--- src/rtl/tlm_pkg.sv ---
// Shared types for the traffic light monitor: lamp phase encoding (matches the
// controller), monitor FSM states and the legal phase successor.
package tlm_pkg;

  typedef enum logic [1:0] {
    RED    = 2'b00,
    YELLOW = 2'b01,
    GREEN  = 2'b10
  } phase_t;

  typedef enum logic [1:0] {
    ST_IDLE  = 2'b00,
    ST_TRACK = 2'b01,
    ST_MAINT = 2'b10
  } state_t;

  localparam int ERR_CNT_W = 8;

  function automatic phase_t next_legal(input phase_t p);
    case (p)
      RED:     return GREEN;
      GREEN:   return YELLOW;
      YELLOW:  return RED;
      default: return RED;
    endcase
  endfunction

endpackage

--- src/rtl/traffic_light_monitor_if.sv ---
// Lamp/config inputs and check results of the traffic light monitor.
// master = controller/bench side, slave = monitor side.
interface traffic_light_monitor_if #(
  parameter int CNT_W = 9
);
  import tlm_pkg::*;

  logic             maint_mode;
  logic             red_light;
  logic             yellow_light;
  logic             green_light;
  logic [7:0]       red_time;
  logic [7:0]       yellow_time;
  logic [7:0]       green_time;
  logic             clr_err;

  phase_t           phase;
  logic             phase_valid;
  logic             phase_done;
  logic [CNT_W-1:0] last_duration;
  logic             err_multi;
  logic             err_dark;
  logic             err_seq;
  logic             err_time;
  logic [7:0]       err_count;

  modport master (
    output maint_mode, red_light, yellow_light, green_light,
    output red_time, yellow_time, green_time, clr_err,
    input  phase, phase_valid, phase_done, last_duration,
    input  err_multi, err_dark, err_seq, err_time, err_count
  );

  modport slave (
    input  maint_mode, red_light, yellow_light, green_light,
    input  red_time, yellow_time, green_time, clr_err,
    output phase, phase_valid, phase_done, last_duration,
    output err_multi, err_dark, err_seq, err_time, err_count
  );

endinterface

--- src/rtl/tlm_lamp_decode.sv ---
// Combinational lamp decoder: one lamp on is a legal phase, none is dark,
// two or more is multi. phase is only meaningful when legal is set.
module tlm_lamp_decode
  import tlm_pkg::*;
(
  input  logic   red,
  input  logic   yellow,
  input  logic   green,
  output phase_t phase,
  output logic   legal,
  output logic   dark,
  output logic   multi
);

  logic [1:0] n_on;

  assign n_on  = {1'b0, red} + {1'b0, yellow} + {1'b0, green};
  assign legal = (n_on == 2'd1);
  assign dark  = (n_on == 2'd0);
  assign multi = (n_on >= 2'd2);

  always_comb begin
    phase = RED;
    if (green)  phase = GREEN;
    if (yellow) phase = YELLOW;
    if (red)    phase = RED;
  end

endmodule

--- src/rtl/traffic_light_monitor.sv ---
// Traffic light lamp observer: phase tracking, duration measurement and error
// flagging. Define TLM_TIMING_CHECK_EN to include the phase-duration compare.
module traffic_light_monitor
  import tlm_pkg::*;
#(
  parameter int CNT_W = 9,
  parameter int TOL   = 1
) (
  input logic                    clk,
  input logic                    rst_n,
  traffic_light_monitor_if.slave mon
);

  function automatic logic [CNT_W-1:0] sat_inc(input logic [CNT_W-1:0] v);
    return (&v) ? v : v + 1'b1;
  endfunction

  function automatic logic [ERR_CNT_W-1:0] sat_add_err(input logic [ERR_CNT_W-1:0] v,
                                                       input logic [2:0] n);
    logic [ERR_CNT_W:0] s;
    s = {1'b0, v} + {{(ERR_CNT_W-2){1'b0}}, n};
    return s[ERR_CNT_W] ? {ERR_CNT_W{1'b1}} : s[ERR_CNT_W-1:0];
  endfunction

  phase_t dec_phase;
  logic   dec_legal, dec_dark, dec_multi;

  tlm_lamp_decode u_decode (
    .red    (mon.red_light),
    .yellow (mon.yellow_light),
    .green  (mon.green_light),
    .phase  (dec_phase),
    .legal  (dec_legal),
    .dark   (dec_dark),
    .multi  (dec_multi)
  );

  state_t               state_q, state_d;
  phase_t               phase_q, phase_d;
  logic                 valid_q, valid_d;
  logic                 unchk_q, unchk_d;
  logic                 done_q, done_d;
  logic [CNT_W-1:0]     cnt_q, cnt_d;
  logic [CNT_W-1:0]     last_q, last_d;
  logic                 multi_q, multi_d;
  logic                 dark_q, dark_d;
  logic                 seq_q, seq_d;
  logic                 time_q, time_d;
  logic [ERR_CNT_W-1:0] errc_q, errc_d;
  logic [2:0]           n_err;
  logic                 time_bad;

`ifdef TLM_TIMING_CHECK_EN
  logic [7:0]     prog_time;
  logic [CNT_W:0] exp_w, cnt_w, diff_w;

  // Compare one bit wider than the counter so time+1 and the difference never wrap.
  always_comb begin
    case (phase_q)
      RED:     prog_time = mon.red_time;
      YELLOW:  prog_time = mon.yellow_time;
      GREEN:   prog_time = mon.green_time;
      default: prog_time = mon.red_time;
    endcase
    exp_w    = {{(CNT_W-7){1'b0}}, prog_time} + 1'b1;
    cnt_w    = {1'b0, cnt_q};
    diff_w   = (cnt_w >= exp_w) ? (cnt_w - exp_w) : (exp_w - cnt_w);
    time_bad = (diff_w > (CNT_W+1)'(TOL));
  end
`else
  logic unused_times;
  assign unused_times = ^{mon.red_time, mon.yellow_time, mon.green_time};
  assign time_bad     = 1'b0;
`endif

  always_comb begin
    state_d = state_q;
    phase_d = phase_q;
    valid_d = valid_q;
    unchk_d = unchk_q;
    cnt_d   = cnt_q;
    last_d  = last_q;
    done_d  = 1'b0;
    multi_d = 1'b0;
    dark_d  = 1'b0;
    seq_d   = 1'b0;
    time_d  = 1'b0;
    if (mon.maint_mode) begin
      state_d = ST_MAINT;
      valid_d = 1'b0;
    end else begin
      case (state_q)
        ST_IDLE: begin
          if (dec_legal) begin
            phase_d = dec_phase;
            valid_d = 1'b1;
            cnt_d   = CNT_W'(1);
            unchk_d = 1'b1;
            state_d = ST_TRACK;
          end
        end
        ST_TRACK: begin
          if (!dec_legal) begin
            dark_d  = dec_dark;
            multi_d = dec_multi;
            valid_d = 1'b0;
            state_d = ST_IDLE;
          end else if (dec_phase == phase_q) begin
            cnt_d = sat_inc(cnt_q);
          end else begin
            // The ending phase is timed against its own programmed time before
            // unchecked is updated for the incoming phase.
            done_d  = 1'b1;
            last_d  = cnt_q;
            time_d  = !unchk_q && time_bad;
            seq_d   = (dec_phase != next_legal(phase_q));
            unchk_d = seq_d;
            phase_d = dec_phase;
            cnt_d   = CNT_W'(1);
          end
        end
        ST_MAINT: state_d = ST_IDLE;
        default:  state_d = ST_IDLE;
      endcase
    end
    n_err  = {2'b00, multi_d} + {2'b00, dark_d} + {2'b00, seq_d} + {2'b00, time_d};
    errc_d = mon.clr_err ? {{(ERR_CNT_W-3){1'b0}}, n_err} : sat_add_err(errc_q, n_err);
  end

  always_ff @(posedge clk or negedge rst_n) begin
    if (!rst_n) begin
      state_q <= ST_IDLE;
      phase_q <= RED;
      valid_q <= 1'b0;
      unchk_q <= 1'b0;
      done_q  <= 1'b0;
      cnt_q   <= '0;
      last_q  <= '0;
      multi_q <= 1'b0;
      dark_q  <= 1'b0;
      seq_q   <= 1'b0;
      time_q  <= 1'b0;
      errc_q  <= '0;
    end else begin
      state_q <= state_d;
      phase_q <= phase_d;
      valid_q <= valid_d;
      unchk_q <= unchk_d;
      done_q  <= done_d;
      cnt_q   <= cnt_d;
      last_q  <= last_d;
      multi_q <= multi_d;
      dark_q  <= dark_d;
      seq_q   <= seq_d;
      time_q  <= time_d;
      errc_q  <= errc_d;
    end
  end

  assign mon.phase         = phase_q;
  assign mon.phase_valid   = valid_q;
  assign mon.phase_done    = done_q;
  assign mon.last_duration = last_q;
  assign mon.err_multi     = multi_q;
  assign mon.err_dark      = dark_q;
  assign mon.err_seq       = seq_q;
  assign mon.err_time      = time_q;
  assign mon.err_count     = errc_q;

endmodule

--- src/flat_wrapper.sv ---
// flat-port wrapper written by rule: the top's interface ports become plain ports
module traffic_light_monitor_flat import tlm_pkg::*;
#(
  parameter int CNT_W = 9,
  parameter int TOL   = 1
)
  (clk, rst_n, mon_maint_mode, mon_red_light, mon_yellow_light, mon_green_light, mon_red_time, mon_yellow_time, mon_green_time, mon_clr_err, mon_phase, mon_phase_valid, mon_phase_done, mon_last_duration, mon_err_multi, mon_err_dark, mon_err_seq, mon_err_time, mon_err_count);
  traffic_light_monitor_if #(.CNT_W(CNT_W)) mon_i ();
  input logic clk;
  input logic rst_n;
  input wire logic [$bits(mon_i.maint_mode)-1:0] mon_maint_mode;
  input wire logic [$bits(mon_i.red_light)-1:0] mon_red_light;
  input wire logic [$bits(mon_i.yellow_light)-1:0] mon_yellow_light;
  input wire logic [$bits(mon_i.green_light)-1:0] mon_green_light;
  input wire logic [$bits(mon_i.red_time)-1:0] mon_red_time;
  input wire logic [$bits(mon_i.yellow_time)-1:0] mon_yellow_time;
  input wire logic [$bits(mon_i.green_time)-1:0] mon_green_time;
  input wire logic [$bits(mon_i.clr_err)-1:0] mon_clr_err;
  output wire logic [$bits(mon_i.phase)-1:0] mon_phase;
  output wire logic [$bits(mon_i.phase_valid)-1:0] mon_phase_valid;
  output wire logic [$bits(mon_i.phase_done)-1:0] mon_phase_done;
  output wire logic [$bits(mon_i.last_duration)-1:0] mon_last_duration;
  output wire logic [$bits(mon_i.err_multi)-1:0] mon_err_multi;
  output wire logic [$bits(mon_i.err_dark)-1:0] mon_err_dark;
  output wire logic [$bits(mon_i.err_seq)-1:0] mon_err_seq;
  output wire logic [$bits(mon_i.err_time)-1:0] mon_err_time;
  output wire logic [$bits(mon_i.err_count)-1:0] mon_err_count;
  assign mon_i.maint_mode = mon_maint_mode;
  assign mon_i.red_light = mon_red_light;
  assign mon_i.yellow_light = mon_yellow_light;
  assign mon_i.green_light = mon_green_light;
  assign mon_i.red_time = mon_red_time;
  assign mon_i.yellow_time = mon_yellow_time;
  assign mon_i.green_time = mon_green_time;
  assign mon_i.clr_err = mon_clr_err;
  assign mon_phase = mon_i.phase;
  assign mon_phase_valid = mon_i.phase_valid;
  assign mon_phase_done = mon_i.phase_done;
  assign mon_last_duration = mon_i.last_duration;
  assign mon_err_multi = mon_i.err_multi;
  assign mon_err_dark = mon_i.err_dark;
  assign mon_err_seq = mon_i.err_seq;
  assign mon_err_time = mon_i.err_time;
  assign mon_err_count = mon_i.err_count;
  traffic_light_monitor #(.CNT_W(CNT_W), .TOL(TOL)) u_core (.clk(clk), .rst_n(rst_n), .mon(mon_i));
endmodule
--- config.mk ---
export PLATFORM = sky130hd
export DESIGN_NAME = traffic_light_monitor_flat
export DESIGN_NICKNAME = d
export VERILOG_FILES = /design/src/rtl/tlm_pkg.sv /design/src/rtl/traffic_light_monitor_if.sv /design/src/rtl/tlm_lamp_decode.sv /design/src/rtl/traffic_light_monitor.sv /design/src/flat_wrapper.sv
export SDC_FILE = /design/constraint.sdc
export NUM_CORES = 1
export LEC_CHECK = 0
export CORE_UTILIZATION = 51
export DETAILED_ROUTE_END_ITERATION = 16
export HOLD_SLACK_MARGIN = 0.05
export PLACE_DENSITY = 0.93
export SYNTH_ARGS = -nofsm -noshare
export SYNTH_HDL_FRONTEND = slang
export SYNTH_SLANG_ARGS = --single-unit
--- constraint.sdc ---
create_clock -name clk -period 5.59 [get_ports clk]
set_input_delay 1.677 -clock clk [delete_from_list [all_inputs] [get_ports clk]]
set_output_delay 1.677 -clock clk [all_outputs]
set_load 0.02 [all_outputs]
==> metrics.md, run 1 <==
| Metric | Value |
|---|---|
| Fin util | `67.0%` |
| Yosys top cell by area | `dfrtp_1` |
| Synthesis-to-finish area growth | `24.5%` |
| Synth Cell Area | `1990 sq um` |
| Power per cell area | `230 nW/um^2` |
| Routed Antenna Nets | `0` |
| Compound-Gate Fraction of Synth Area | `15.5%` |
| Setup WS post-layout | `0.293 ns` |
| Post-CTS Resized | `0` |
| CTS tree | `done` |
| CP Capture Type | `register` |
| Crit path arrival time | `5.46 ns` |
| Post-synthesis sequential area ratio | `44.1%` |
| Mean Syn Cell Area | `10.8 sq um` |
| PnR Total Power | `0.569 mW` |
| Largest stage delay, worst path | `0.60 ns` |
| Post-synthesis simple-gate area fraction | `20.5%` |
| Total Die Area | `4150 sq um` |
| CTS Sinks | `35` |
| Drt total wl | `4270 microns` |
| Most numerous cell on the critical path | `fa_1` |
| Largest net degree at the start of global routing | `36` |
| IO Count | `56` |
| Placed cells | `264` |
| Final Cycle Share | `94.8%` |
| Starting Density | `53.8%` |
| Ys Warns | `0` |
| EDFF count, synth | `0` |
| Placeable Area | `3690 sq um` |
| Max rail drop VDD | `0.143 mV` |
| Die Ht | `64.4 microns` |
| Die W | `64.4 microns` |
| Reg2Reg Depth | `10` |
| Yosys cell types | `57` |
| Setup Buffers After CTS | `0` |
| Status | `completed` |
| Setup WS pre-CTS | `0.0445 ns` |
| Worst Path Buf+Inv | `2` |
| Post-synthesis xor/xnor area fraction | `1.32%` |
| Initial antenna violation count | `0` |
| Post-Syn Nets | `226` |
| Worst Hold Depth | `1` |
| Post-DP HPWL | `2880 microns` |
| Detailed Route Iter0 Violations | `171` |
| Critical Path, Cell by Cell | `clkdlybuf4s50_1 -> fa_1 -> nor2b_4 -> nand2_2 -> inv_2 -> and2_4 -> nor3b_4 -> o311a_1 -> fa_1 -> ha_1 -> fa_1 -> a21oi_1 -> nor3b_2 -> nor3_1 -> a2111oi_0` |
| Combinational family with the most area after synthesis | `simple AND/OR/NAND/NOR gates` |
| Cells after Synth | `184` |
| CP startpoint kind | `input port` |
| Ant diodes | `0` |
| DRC | `0` |
| Main area contributors after synthesis | `dfrtp_1, mux2_4, ha_1` |
| Top-area cell type share of the netlist area | `44.1%` |
| Worst hold path class | `register to register` |
| Setup Viol. Count Final | `0` |
| GRT Util Overall | `23.1%` |
| Async SR Flop Fraction | `100%` |
| Vias in the first global route | `1581` |
| Leakage power total | `1.08 nW` |
| Most used DFF post-synth | `dfrtp_1` |
| Clock Tree Buf Depth | `2` |
| Hold Vio Cnt, Final | `0` |
| Setup CP Type | `input port to register` |
| Fin Clk Skew | `0.00995 ns` |
| Slew Limit Fails | `0` |
| Global-route wire length before repair | `7310 microns` |
| Critical path depth | `15` |
| Register bit total from synthesis | `35` |
| Setup tns final | `0 ns` |
| Final min period | `5.30 ns` |
| # H-tree levels | `2` |
| Post-CTS Hold Fix Bufs | `0` |
| MaxCap Viol Count | `0` |
| Adder and majority cell fraction of the synthesized area | `8.07%` |
| Crit path required time | `5.75 ns` |
| Buffers on Ports | `30` |
| Via count | `1630` |
| Crit path max fanout | `5` |
| Drt first pass iters | `4` |
| Critical path's top delay family | `adder cells` |
| Gp weighted congestion | `0.839` |
| Clock latency on the worst-skew pair | `0.30 ns` |
| Site Rows | `22` |
| Worst path slowest cell | `fa_1` |
| Share of layout cells above drive strength 1 | `16.1%` |
| Wire length per cell | `15.7 microns` |
| Root Driver | `clkbuf_8` |
| Cts bufs inserted | `5` |
| GRT overflow | `0` |
| Via density | `5.99` |
| CTS clk-pin slew, worst paths | `0.08 ns` |
| Multiplexer share of the synthesized area | `6.62%` |
| Filler-free cell count of the finished design | `272` |
| NumNets Final | `265` |
| RSZ-0062 raised after global routing | `no` |
| Fmax | `0.189 GHz` |
flip-flops by register name, indices dropped and copies added, names as in the netlist:
| name | cells |
|---|---|
| u_core.mon.err_seq | 1 |
| u_core.state_q | 2 |
| u_core.cnt_q | 9 |
| u_core.mon.phase_done | 1 |
| u_core.mon.last_duration | 9 |
| u_core.mon.phase | 2 |
| u_core.mon.err_dark | 1 |
| u_core.mon.phase_valid | 1 |
| u_core.mon.err_multi | 1 |
| u_core.mon.err_count | 8 |
placed cells by master (no fill, tap or decap), types with 3 or more instances in the layout:
master	n
nor3_1	5
nand3_1	6
o211ai_1	11
clkbuf_8	5
buf_4	10
mux2_4	8
nand2b_1	4
ha_1	8
nand2_1	20
clkdlybuf4s50_1	30
dfrtp_1	35
o2111ai_1	3
nor2_1	11
a21oi_1	7
fa_1	3
o21ai_0	6
worst reg2reg max path: cells and delay by family (launching register included):
family | cells | cell delay [ns]
AO/OA/AOI/OAI | 3 | 0.70
adder cells (fa/ha/maj) | 3 | 1.08
flip-flops | 1 | 0.47
AND/OR/NAND/NOR | 4 | 0.93
worst paths after layout:
path	start	endpoint	slack, ns
worst min-delay path	u_core.mon.last_duration[2]	u_core.mon.last_duration[2]	0.51
worst min register to register	u_core.mon.last_duration[2]	u_core.mon.last_duration[2]	0.51
max in group asynchronous	rst_n	u_core.mon.phase_valid	3.49
worst max-delay path	mon_green_light	u_core.mon.err_count[5]	0.29
worst max register to register	u_core.mon.phase[0]	u_core.mon.err_count[5]	2.28
min in group asynchronous	rst_n	u_core.mon.last_duration[4]	1.78
cell usage after synthesis (all sizes together), types with 2 or more instances:
| cell | n |
|---|---|
| a2111oi | 2 |
| a21o | 2 |
| a21oi | 7 |
| a22oi | 2 |
| and3 | 2 |
| buf | 5 |
| clkbuf | 2 |
| dfrtp | 35 |
| fa | 3 |
| ha | 8 |
| inv | 3 |
| mux2 | 9 |
| nand2 | 21 |
| nand2b | 4 |
| nand3 | 6 |
| nand4 | 2 |
| nand4b | 2 |
| nor2 | 12 |
| nor2b | 3 |
| nor3 | 5 |
| nor3b | 4 |
| nor4 | 2 |
| o2111ai | 3 |
| o211ai | 11 |
| o21ai | 7 |
| xor2 | 2 |
routing by layer:
metal,vias to the layer above,share of wire (%),track usage [%]
met5,-,0,0
met4,0,2.6,11.1
met3,15,5.5,4.82
met2,64,51,38.6
met1,790,40,28.1
li1,761,-,-
metrics by stage:
stage | hold slack [ns] | area, sq um
after floorplan | 0.509 | 1990
after global placement | 0.483 | 2360
after detailed placement | 0.500 | 2360
after CTS | 0.516 | 2470
after global routing | 0.535 | 2470
final | 0.512 | 2470
area by class of cell:
type                       count  area [sq um]
fill                         262          1220
multi-input combinational    138          1040
sequential                    35           876
timing repair buffer          40           375
clock buffer                   5          68.8
tap                           48          60.1
clock inverter                 3          43.8
inverter                       3          11.3
logic make-up (layout without fill, tap and decap cells):
kind of cell / Yosys count / in the layout
simple gates: 71 / 71
compound gates: 43 / 43
flops: 35 / 35
fa+ha+maj: 11 / 11
buf+inv: 11 / 51
mux: 9 / 9
xor+xnor: 3 / 3
other cells: 1 / 1
power by group:
| group | leakage (nW) | switching [mW] | internal, mW |
|---|---|---|---|
| sequential | 0.480 | 0.00982 | 0.260 |
| clock | 0.0581 | 0.0972 | 0.133 |
| combinational | 0.544 | 0.0397 | 0.0303 |
| total | 1.08 | 0.147 | 0.423 |
No activity file was read; power rests on OpenSTA's default activity.
==> run 2, diff against run 1 <==
Settings changed: CORE_ASPECT_RATIO from default to 1.4, GPL_TIMING_DRIVEN from default to 0.
==> run 2 against run 1 <==
Compared with the run above: setup slack better by 0.012 ns; critical path depth is 2 higher; sequential power hardly changed; sequential share of layout area hardly changed; core utilization is 0.30 points higher; routed wire length is 3.7% lower; clock skew is 0.0031 ns lower; final cell count is 2.6% lower; fmax is 0.22% higher; register-to-register slack worse by 0.15 ns; first-iteration DRC count is 72% lower; largest cell class unchanged; largest power group unchanged; highest routed layer unchanged.
==> metrics.md, run 2 (synthesis gave the netlist of run 1 again) <==
| Metric | Value |
|---|---|
| Status | `completed (unchanged)` |
| GRT Util Overall | `23.8% (was 23.1%)` |
| Critical path depth | `17 (was 15)` |
| Hold Vio Cnt, Final | `0 (unchanged)` |
| DRC | `0 (unchanged)` |
| Internal | `0.400 mW (was 0.423 mW)` |
| Clock latency on the worst-skew pair | `0.29 ns (was 0.30 ns)` |
| CP startpoint kind | `input port (unchanged)` |
| Die W | `54.7 microns (was 64.4 microns)` |
| Largest net degree at the start of global routing | `36 (unchanged)` |
| Placeable Area | `3680 sq um (was 3690 sq um)` |
| Reg2Reg Capture Point | `u_core.mon.err_count[5] (unchanged)` |
| Detailed Route Iter0 Violations | `48 (was 171)` |
| CTS tree | `done (unchanged)` |
| CTS Sinks | `35 (unchanged)` |
| Clock Tree Buf Depth | `2 (unchanged)` |
| Sw frac | `25.7% (was 25.8%)` |
| Worst Path Buf+Inv | `4 (was 2)` |
| Filler instances | `285 (was 262)` |
| RSZ-0062 raised after global routing | `no (unchanged)` |
| Via density | `5.80 (was 5.99)` |
| Placed cells | `256 (was 264)` |
| Site Rows | `26 (was 22)` |
| Setup Viol. Count Final | `0 (unchanged)` |
| Largest stage delay, worst path | `0.60 ns (about the same)` |
| CP endpoint | `u_core.mon.err_count[5] (unchanged)` |
| CP Capture Type | `register (unchanged)` |
| Post-CTS Hold Fix Bufs | `0 (unchanged)` |
| Critical path's top delay family | `adder cells (unchanged)` |
| Leakage power total | `1.10 nW (was 1.08 nW)` |
| Drt total wl | `4110 microns (was 4270 microns)` |
| Most frequent cells in the layout | `dfrtp_1, clkdlybuf4s50_1, nand2_1 (unchanged)` |
| Ant diodes | `0 (unchanged)` |
| Fin Clk Skew | `0.00690 ns (was 0.00995 ns)` |
| Crit path required time | `5.75 ns (about the same)` |
| Final Cycle Share | `94.5% (was 94.8%)` |
| Slew Limit Fails | `0 (unchanged)` |
| Psw | `0.138 mW (was 0.147 mW)` |
| GRT met3 Usage | `5.39% (was 4.82%)` |
| Root Driver | `clkbuf_8 (unchanged)` |
| GRT Max-Usage Layer | `met2 (unchanged)` |
| Most common cell after layout, fill and taps aside | `dfrtp_1 (unchanged)` |
| IO Count | `56 (unchanged)` |
| Crit path max fanout | `10 (was 5)` |
| Setup CP Type | `input port to register (unchanged)` |
| Sequential share of power | `50.1% (was 47.3%)` |
| Share of layout cells above drive strength 1 | `15.7% (was 16.1%)` |
| Critical Path, Cell by Cell | `dlygate4sd2_1 -> fa_1 -> nor2b_4 -> nand2_2 -> inv_2 -> and2_4 -> buf_8 -> nor3b_4 -> buf_6 -> o311a_4 -> fa_1 -> ha_1 -> fa_1 -> a21oi_4 -> nor3b_4 -> nor3_1 -> a2111oi_1 (was clkdlybuf4s50_1 -> fa_1 -> nor2b_4 -> nand2_2 -> inv_2 -> and2_4 -> nor3b_4 -> o311a_1 -> fa_1 -> ha_1 -> fa_1 -> a21oi_1 -> nor3b_2 -> nor3_1 -> a2111oi_0)` |
| Synthesis-to-finish area growth | `24.6% (was 24.5%)` |
| Power per cell area | `218 nW/um^2 (was 230 nW/um^2)` |
| Worst relative slew slack | `47.7%` |
| Post-DP HPWL | `2870 microns (was 2880 microns)` |
| GRT overflow | `0 (unchanged)` |
| Most numerous cell on the critical path | `fa_1 (unchanged)` |
| MaxCap Viol Count | `0 (unchanged)` |
| Cts bufs inserted | `5 (unchanged)` |
| M1 GR Usage | `27.1% (was 28.1%)` |
| Routed Antenna Nets | `0 (unchanged)` |
| Fin util | `67.3% (was 67.0%)` |
| Drt first pass iters | `4 (unchanged)` |
| Combinational Power Share | `12.6% (was 12.3%)` |
| Setup WS pre-CTS | `-0.564 ns (was 0.0445 ns)` |
| Clk pwr share | `37.2% (was 40.4%)` |
| Die Ht | `75.8 microns (was 64.4 microns)` |
| Global-route wire length before repair | `7040 microns (was 7310 microns)` |
| Gp weighted congestion | `0.848 (was 0.839)` |
| WHS | `0.509 ns (was 0.512 ns)` |
| Via count | `1537 (was 1630)` |
| Worst path slowest cell | `fa_1 (unchanged)` |
| Reg2Reg Depth | `12 (was 10)` |
| NumNets Final | `264 (was 265)` |
| Setup tns final | `0 ns (unchanged)` |
| Total Die Area | `4150 sq um (about the same)` |
| Max rail drop VDD | `0.235 mV (was 0.143 mV)` |
| Setup WS post-layout | `0.305 ns (was 0.293 ns)` |
| Critical Path Source | `mon_red_light (was mon_green_light)` |
| Met2 GRT Util | `41.2% (was 38.6%)` |
| CTS clk-pin slew, worst paths | `0.06 ns (was 0.08 ns)` |
| Vias in the first global route | `1523 (was 1581)` |
| Fmax | `0.189 GHz (about the same)` |
| Worst-Margin Slew | `0.784 ns` |
| Filler-free cell count of the finished design | `265 (was 272)` |
| Worst r2r src | `u_core.mon.phase[0] (unchanged)` |
| Wire length per cell | `15.5 microns (was 15.7 microns)` |
| Crit path arrival time | `5.44 ns (was 5.46 ns)` |
| Starting Density | `54.0% (was 53.8%)` |
| Worst hold path class | `register to register (unchanged)` |
| Reg2reg setup slack | `2.13 ns (was 2.28 ns)` |
| Buffers on Ports | `30 (unchanged)` |
| # H-tree levels | `2 (unchanged)` |
| Initial antenna violation count | `0 (unchanged)` |
| Final min period | `5.29 ns (was 5.30 ns)` |
run 2: changes by cell type in the layout (fill, tap and decap cells not counted), sizes merged:
cell           change
buf                -3
clkbuf             +5
dlymetal6s2s       +1
dlygate4sd2        +2
clkinv             -2
bufinv             -1
dlygate4sd3        +1
clkdlybuf4s50      -4
run 2: worst min path at each step:
stage                                      from                     endpoint  slack (ns)  depth (start not counted)
CTS                 u_core.mon.last_duration[4]  u_core.mon.last_duration[4]        0.52                          1
floorplan                       u_core.cnt_q[0]              u_core.cnt_q[0]        0.51                          1
finish              u_core.mon.last_duration[6]  u_core.mon.last_duration[6]        0.51                          1
global placement    u_core.mon.last_duration[0]  u_core.mon.last_duration[0]        0.49                          1
detailed placement  u_core.mon.last_duration[2]  u_core.mon.last_duration[2]        0.50                          1
global route        u_core.mon.last_duration[3]  u_core.mon.last_duration[3]        0.53                          1
run 2: cell type report:
type	instances	area (sq um)	share of cell area [%]
timing repair buffer	31	303	12.2
multi-input combinational	138	1070	43.3
sequential	35	876	35.4
buffer	8	61.3	2.48
clock buffer	8	100	4.04
inverter	3	11.3	0.455
tap	42	52.6	2.12
run 2: metal layers:
metal	up-vias	share of wire, %
li1	752	-
met1	751	42
met2	26	54
met3	8	2.4
met4	0	1.8
met5	-	0
run 2: worst reg2reg max path, cell delays in order, from the launching register on:
cell       delay (ns)
dfrtp_1          0.47
or2_1            0.27
o22ai_2          0.32
nor3b_4          0.09
buf_6            0.13
o311a_4          0.13
fa_1             0.60
ha_1             0.21
fa_1             0.26
a21oi_4          0.11
nor3b_4          0.27
nor3_1           0.09
a2111oi_1        0.39
run 2: power groups by stage:
stage	logic (mW)	clock network (mW)	registers, mW
6_report	0.0681	0.200	0.270
2_1_floorplan	0.0346	0	0.278
3_3_place_gp	0.0667	0	0.274
4_1_cts	0.0685	0.205	0.270
5_1_grt	0.0750	0.212	0.271
3_5_place_dp	0.0681	0	0.274
run 2: stage by stage:
step,cell area [sq um],power [mW]
after floorplan,1990,0.312
after global placement,2340,0.340
after detailed placement,2330,0.342
after CTS,2470,0.543
after global routing,2470,0.558
final,2470,0.539
run 2: timing repair:
action | CTS | global route
endpoints found under the hold margin | 0 | 0
gates resized for setup | 7 | 2
setup buffers | 1 | 0
endpoints found under the setup margin | 8 | 8
pin swaps | 1 | 1
